File: config.mk
export PLATFORM = sky130hd
export DESIGN_NAME = seq_divider
export DESIGN_NICKNAME = d
export VERILOG_FILES = /design/src/rtl/seq_divider.sv
export SDC_FILE = /design/constraint.sdc
export NUM_CORES = 1
export LEC_CHECK = 0
export CAP_MARGIN = 20
export CORE_ASPECT_RATIO = 0.7
export CORE_UTILIZATION = 35
export DETAILED_ROUTE_END_ITERATION = 10
export SYNTH_ARGS = -nofsm -noshare
export SYNTH_HDL_FRONTEND = slang
export SYNTH_SLANG_ARGS = --single-unit
File: constraint.sdc
create_clock -name CLK -period 5.6 [get_ports CLK]
set_input_delay 1.68 -clock CLK [delete_from_list [all_inputs] [get_ports CLK]]
set_output_delay 1.68 -clock CLK [all_outputs]
set_load 0.01 [all_outputs]
File: src/rtl/seq_divider.sv
`default_nettype none
// seq_divider: multi-cycle radix-2 restoring divider for MIPS DIV/DIVU (quotient -> LO, remainder -> HI).
// Optional feature macro: DIV_ZERO_FAST_EN (divide-by-zero skips the iteration, IDLE -> DONE).
module seq_divider #(
   parameter int WIDTH = 32
) (
   input  logic               CLK,
   input  logic               RST,
   input  logic               div_start,
   input  logic               div_signed,
   input  logic [WIDTH-1:0]   dividend,
   input  logic [WIDTH-1:0]   divisor,
   output logic               div_busy,
   output logic               div_ready,
   output logic [WIDTH-1:0]   quotient,
   output logic [2*WIDTH-1:0] remainder
);

   localparam int CW = (WIDTH > 1) ? $clog2(WIDTH) : 1;

   typedef enum logic [1:0] {
      S_IDLE = 2'd0,
      S_BUSY = 2'd1,
      S_DONE = 2'd2
   } state_t;

   state_t           r_state;
   state_t           w_state_nxt;
   logic [CW-1:0]    r_cnt;
   logic [WIDTH-1:0] r_rem;
   logic [WIDTH-1:0] r_quo;
   logic [WIDTH-1:0] r_dvsr;
   logic             r_q_neg;
   logic             r_r_neg;
   logic [WIDTH-1:0] r_q_out;
   logic [WIDTH-1:0] r_r_out;
   logic             r_ready;

   logic             w_start;
   logic             w_a_neg;
   logic             w_b_neg;
   logic             w_div_zero;
   logic [WIDTH-1:0] w_a_mag;
   logic [WIDTH-1:0] w_b_mag;
   logic [WIDTH:0]   w_shift;
   logic [WIDTH:0]   w_diff;
   logic             w_borrow;

   assign w_start    = (r_state == S_IDLE) && div_start;
   assign w_a_neg    = div_signed & dividend[WIDTH-1];
   assign w_b_neg    = div_signed & divisor[WIDTH-1];
   assign w_a_mag    = w_a_neg ? -dividend : dividend;
   assign w_b_mag    = w_b_neg ? -divisor  : divisor;
   assign w_div_zero = (divisor == '0);

   assign w_shift  = {r_rem, r_quo[WIDTH-1]};
   assign w_diff   = w_shift - {1'b0, r_dvsr};
   assign w_borrow = w_diff[WIDTH];

   always_ff @(posedge CLK or negedge RST) begin
      if (!RST) begin
         r_state <= S_IDLE;
      end else begin
         r_state <= w_state_nxt;
      end
   end

   always_comb begin
      w_state_nxt = r_state;
      case (r_state)
         S_IDLE: begin
            if (div_start) begin
`ifdef DIV_ZERO_FAST_EN
               w_state_nxt = w_div_zero ? S_DONE : S_BUSY;
`else
               w_state_nxt = S_BUSY;
`endif
            end
         end
         S_BUSY:  w_state_nxt = (r_cnt == '0) ? S_DONE : S_BUSY;
         S_DONE:  w_state_nxt = S_IDLE;
         default: w_state_nxt = S_IDLE;
      endcase
   end

   always_ff @(posedge CLK or negedge RST) begin
      if (!RST) begin
         r_cnt   <= '0;
         r_rem   <= '0;
         r_quo   <= '0;
         r_dvsr  <= '0;
         r_q_neg <= 1'b0;
         r_r_neg <= 1'b0;
         r_q_out <= '0;
         r_r_out <= '0;
         r_ready <= 1'b0;
      end else begin
         r_ready <= 1'b0;
         if (w_start) begin
            r_cnt <= CW'(WIDTH - 1);
            r_rem <= '0;
            if (w_div_zero) begin
               // Shifting the raw dividend past a zero divisor yields all-ones / dividend with no fixup.
               r_dvsr  <= '0;
               r_q_neg <= 1'b0;
               r_r_neg <= 1'b0;
`ifdef DIV_ZERO_FAST_EN
               r_quo   <= '1;
               r_rem   <= dividend;
`else
               r_quo   <= dividend;
`endif
            end else begin
               r_dvsr  <= w_b_mag;
               r_quo   <= w_a_mag;
               r_q_neg <= w_a_neg ^ w_b_neg;
               r_r_neg <= w_a_neg;
            end
         end else if (r_state == S_BUSY) begin
            r_rem <= w_borrow ? w_shift[WIDTH-1:0] : w_diff[WIDTH-1:0];
            r_quo <= {r_quo[WIDTH-2:0], ~w_borrow};
            if (r_cnt != '0) begin
               r_cnt <= r_cnt - 1'b1;
            end
         end else if (r_state == S_DONE) begin
            r_q_out <= r_q_neg ? -r_quo : r_quo;
            r_r_out <= r_r_neg ? -r_rem : r_rem;
            r_ready <= 1'b1;
         end
      end
   end

   assign div_busy  = (r_state != S_IDLE);
   assign div_ready = r_ready;
   assign quotient  = r_q_out;
   assign remainder = {{WIDTH{1'b0}}, r_r_out};

endmodule
`default_nettype wire

==> metrics <==
startpoint kind of the worst setup timing path input port; drt via density 5.163; Detail Route Antenna Nets 0; met3 track demand over resource 0.03872; Placed Area 12740 sq um; maximum frequency from static timing analysis 207.1 MHz; critical setup path kind in -> reg; maximum number of pins on one net before global-route repair 97; post-cts sizing count 0; total track usage 0.1933; class of the worst hold path reg -> reg; r2r startpoint r_rem[3]; H-tree Lvls 4; Global Route met1 Usage 0.3228; vias in the first global route 8759; number of cell rows 54; Final Non-Filler Cells 1843; clock transition at the registers of the reported paths 70 ps; half-perimeter wire length after placement 23.61 mm; floorplan die area 32710 sq um; number of instances in the placed design 1810; number of hold-repair buffers added at the cts stage 0; total number of vias 9516; adder-cell share of the synthesized area 0.04315; Final Hold Violating Endpoints 0; Starting Density 0.3578; top fanout value on the critical path 4; met2 track demand over resource 0.2386; latest clock arrival within the worst-skew pair 440 ps; end of the worst register-to-register path r_rem[27]; Root Buffer Master clkbuf_16; setup repair after global routing missed its margin no; Final Total Pwr 7814 uW; TritonCTS clock tree built; GR peak layer met1; number of remaining DRC errors 0; first drt pass iteration count 5; first-pass GRT wire length 49.67 mm; Worst-Margin Slew 992.7 ps; XOR/XNOR Fraction of Synth Area 0.1150; core region area 31280 sq um; most repeated library cell on the critical path or3_4; clock buffer depth 2; area growth from synthesis to layout 19.66%; nets@finish 1516; area used by multi-input combinational logic 6347 sq um; nature of the critical path endpoint register; Slowest Stage Delay on Critical Path 570 ps; die span in x 215.7 um; final period demand of the worst path 4829 ps; power per cell area 583.5 nW/um^2; Slew headroom 0.3382; # Post-CTS Setup Buffers 0; Required @ worst endpoint 5910 ps; number of max-slew violations in the final report 0; register cell area after layout 4254 sq um; remaining global-route overflow 0; area share of and/or/nand/nor cells after synthesis 0.1624; number of top-level pins 166; Filler cells 3137; compound-gate portion of the synthesized area 0.2222; max-capacitance violation count 0; clock sink count 170; total routed wirelength 30.84 mm; TNS Setup 0 ps; warnings from Yosys 0; cell leakage power 0.005582 uW; status completed; Cell Area, Synth 11190 sq um; number of distinct library cells after synthesis 67; flop-to-flop setup slack 2150 ps; Hold Path Depth 1; critical hold path startpoint r_cnt[4]; routed length per instance 16.74 um; height of the die 151.6 um; mean post-synth cell area 8.498 sq um; largest family of logic cells by synthesized area compound AO/OA/AOI/OAI gates; endpoint of the worst hold path r_state[1]; final-report setup violation count 0; mux share of post-synthesis cell area 0.01174; fraction of registers with async set/reset 1.000; clock buffers created by TritonCTS 17; Port-buffer cells 133; EDFF count, synth 0; Main synth FF type dfrtp_1; gpl congestion 0.8982; clock tree skew after final layout 13.13 ps; proportion of synthesized chip area in sequential cells 0.3801; Finished Cell Area 13390 sq um; instance count of the mapped netlist 1317; path depth of the worst reg2reg path 10; period utilization 0.8623; share of cells above drive strength 1 0.04708; chain of cells forming the critical path clkdlybuf4s50_1 > or4_4 > or3_4 > or2_1 > or3_4 > or3_4 > or4_4 > o31ai_4 > xor2_1 > o21ai_1; number of antenna violations at the first check in global routing 0; critical path data arrival time 5140 ps; # diodes 0; peak supply drop 311.8 uV; number of DRC violations after detailed-routing iteration 0 869; number of register bits inferred by synthesis 170; Slowest-stage cell, CP or4_4
==> metrics by stage <==
stage               setup slack [ps]  utilization  hold WS, ps
detailed placement             341.7       0.4073        445.1
floorplan                       1017            -        423.7
CTS                            795.6       0.4272        455.2
global route                   663.4       0.4281        485.0
global placement               396.7       0.4073        443.3
finish                         771.2       0.4281        452.8
==> cell usage in the layout (no fill, tap or decap), types with 4 or more instances in the layout <==
cell               n
or3_1             17
xnor2_1           38
o31ai_1           31
buf_4              9
and3_1             8
mux2i_1           12
a31oi_1            9
o21ai_0          198
a32oi_1            4
clkbuf_8           4
nor2_1            57
clkdlybuf4s50_1  132
a22oi_1           29
nor3_1            16
conb_1            32
nand2_1          193
o41ai_1           14
o2111ai_1          6
nor4_1             6
nand4_1            4
and2_1             6
o21a_1             5
a21oi_1           52
nand2b_1           6
ha_1              37
inv_1             52
dfrtp_1          170
or2_2              7
a211oi_1           8
clkbuf_16         17
o21ai_1            8
nand3_1           25
a21o_1            16
xor2_1           109
or4_1             18
nor2b_1           10
==> where the power goes <==
| part | internal (uW) | switching, uW | leakage [uW] |
|---|---|---|---|
| logic | 1790 | 2540 | 0.00325 |
| registers | 1640 | 596 | 0.00203 |
| clock network | 750 | 498 | 0.000300 |
==> worst max path at each step <==
stage,start,end,cells past startpoint
floorplan,dividend[6],r_quo[28],9
global placement,dividend[6],r_quo[25],9
detailed placement,dividend[6],r_quo[28],10
CTS,dividend[6],r_quo[28],10
global route,dividend[4],r_quo[31],9
finish,dividend[6],r_quo[28],10
==> sequential cells by signal (all words and copies together), names as in the netlist <==
register   flops
quotient      32
r_dvsr        32
r_quo         32
r_r_out       32
r_rem         32
r_cnt          5
r_state        2
div_ready      1
r_q_neg        1
r_r_neg        1
==> synth_stat cells, types with 3 or more instances <==
library cell,number,area (sq um)
a211oi_1,8,60.06
a21o_1,16,120.1
a21oi_1,52,260.3
a221oi_1,3,26.28
a22oi_1,29,217.7
a31oi_1,9,56.30
a32oi_1,4,35.03
and2_1,6,37.54
and3_1,8,50.05
buf_1,3,11.26
buf_4,32,240.2
clkbuf_1,61,229.0
dfrtp_1,170,4254
ha_1,37,462.9
inv_1,52,195.2
mux2i_1,12,120.1
nand2_1,194,728.2
nand2b_1,7,43.79
nand3_1,25,125.1
nand4_1,4,25.02
nor2_1,58,217.7
nor2b_1,11,68.82
nor3_1,16,80.08
nor4_1,6,37.54
o2111ai_1,6,52.55
o211ai_1,3,22.52
o21a_1,5,37.54
o21ai_0,198,991.0
o21ai_1,8,40.04
o31ai_1,31,232.7
o41ai_1,14,122.6
or2_2,7,43.79
or3_1,17,106.4
or3_4,3,33.78
or4_1,18,135.1
xnor2_1,38,332.8
xor2_1,109,954.7
==> cells by family (layout without fill, tap and decap cells) <==
kind of cell | after synthesis | after routing
AND/OR/NAND/NOR | 390 | 390
buffers and inverters | 153 | 228
other | 1 | 32
AO/OA/AOI/OAI | 405 | 405
multiplexers | 13 | 13
flip-flops | 170 | 170
adder cells (fa/ha/maj) | 38 | 38
XOR/XNOR | 147 | 147
==> critical path, delay by kind of cell <==
family	cells	cell delay, ps
AND/OR/NAND/NOR	6	2490
XOR/XNOR	1	180
AO/OA/AOI/OAI	2	320
buffers and inverters	1	460
==> per-layer routing <==
layer  share of wire  vias to the layer above  routed length, um
li1                -                     4773                  -
met1            0.56                     4473              17250
met2            0.37                      250              11360
met3           0.063                       20               1929
met4          0.0099                        0                304
met5               0                        -                  0
==> cell type report <==
class,instances,area share
clock buffers,22,0.03615
inverters,52,0.01457
flip-flops and latches,170,0.3176
clock inverters,10,0.01037
repair buffers,144,0.1081
multi-input cells,1025,0.4739
well taps,420,0.03924
(Power assumes the default switching activity.)
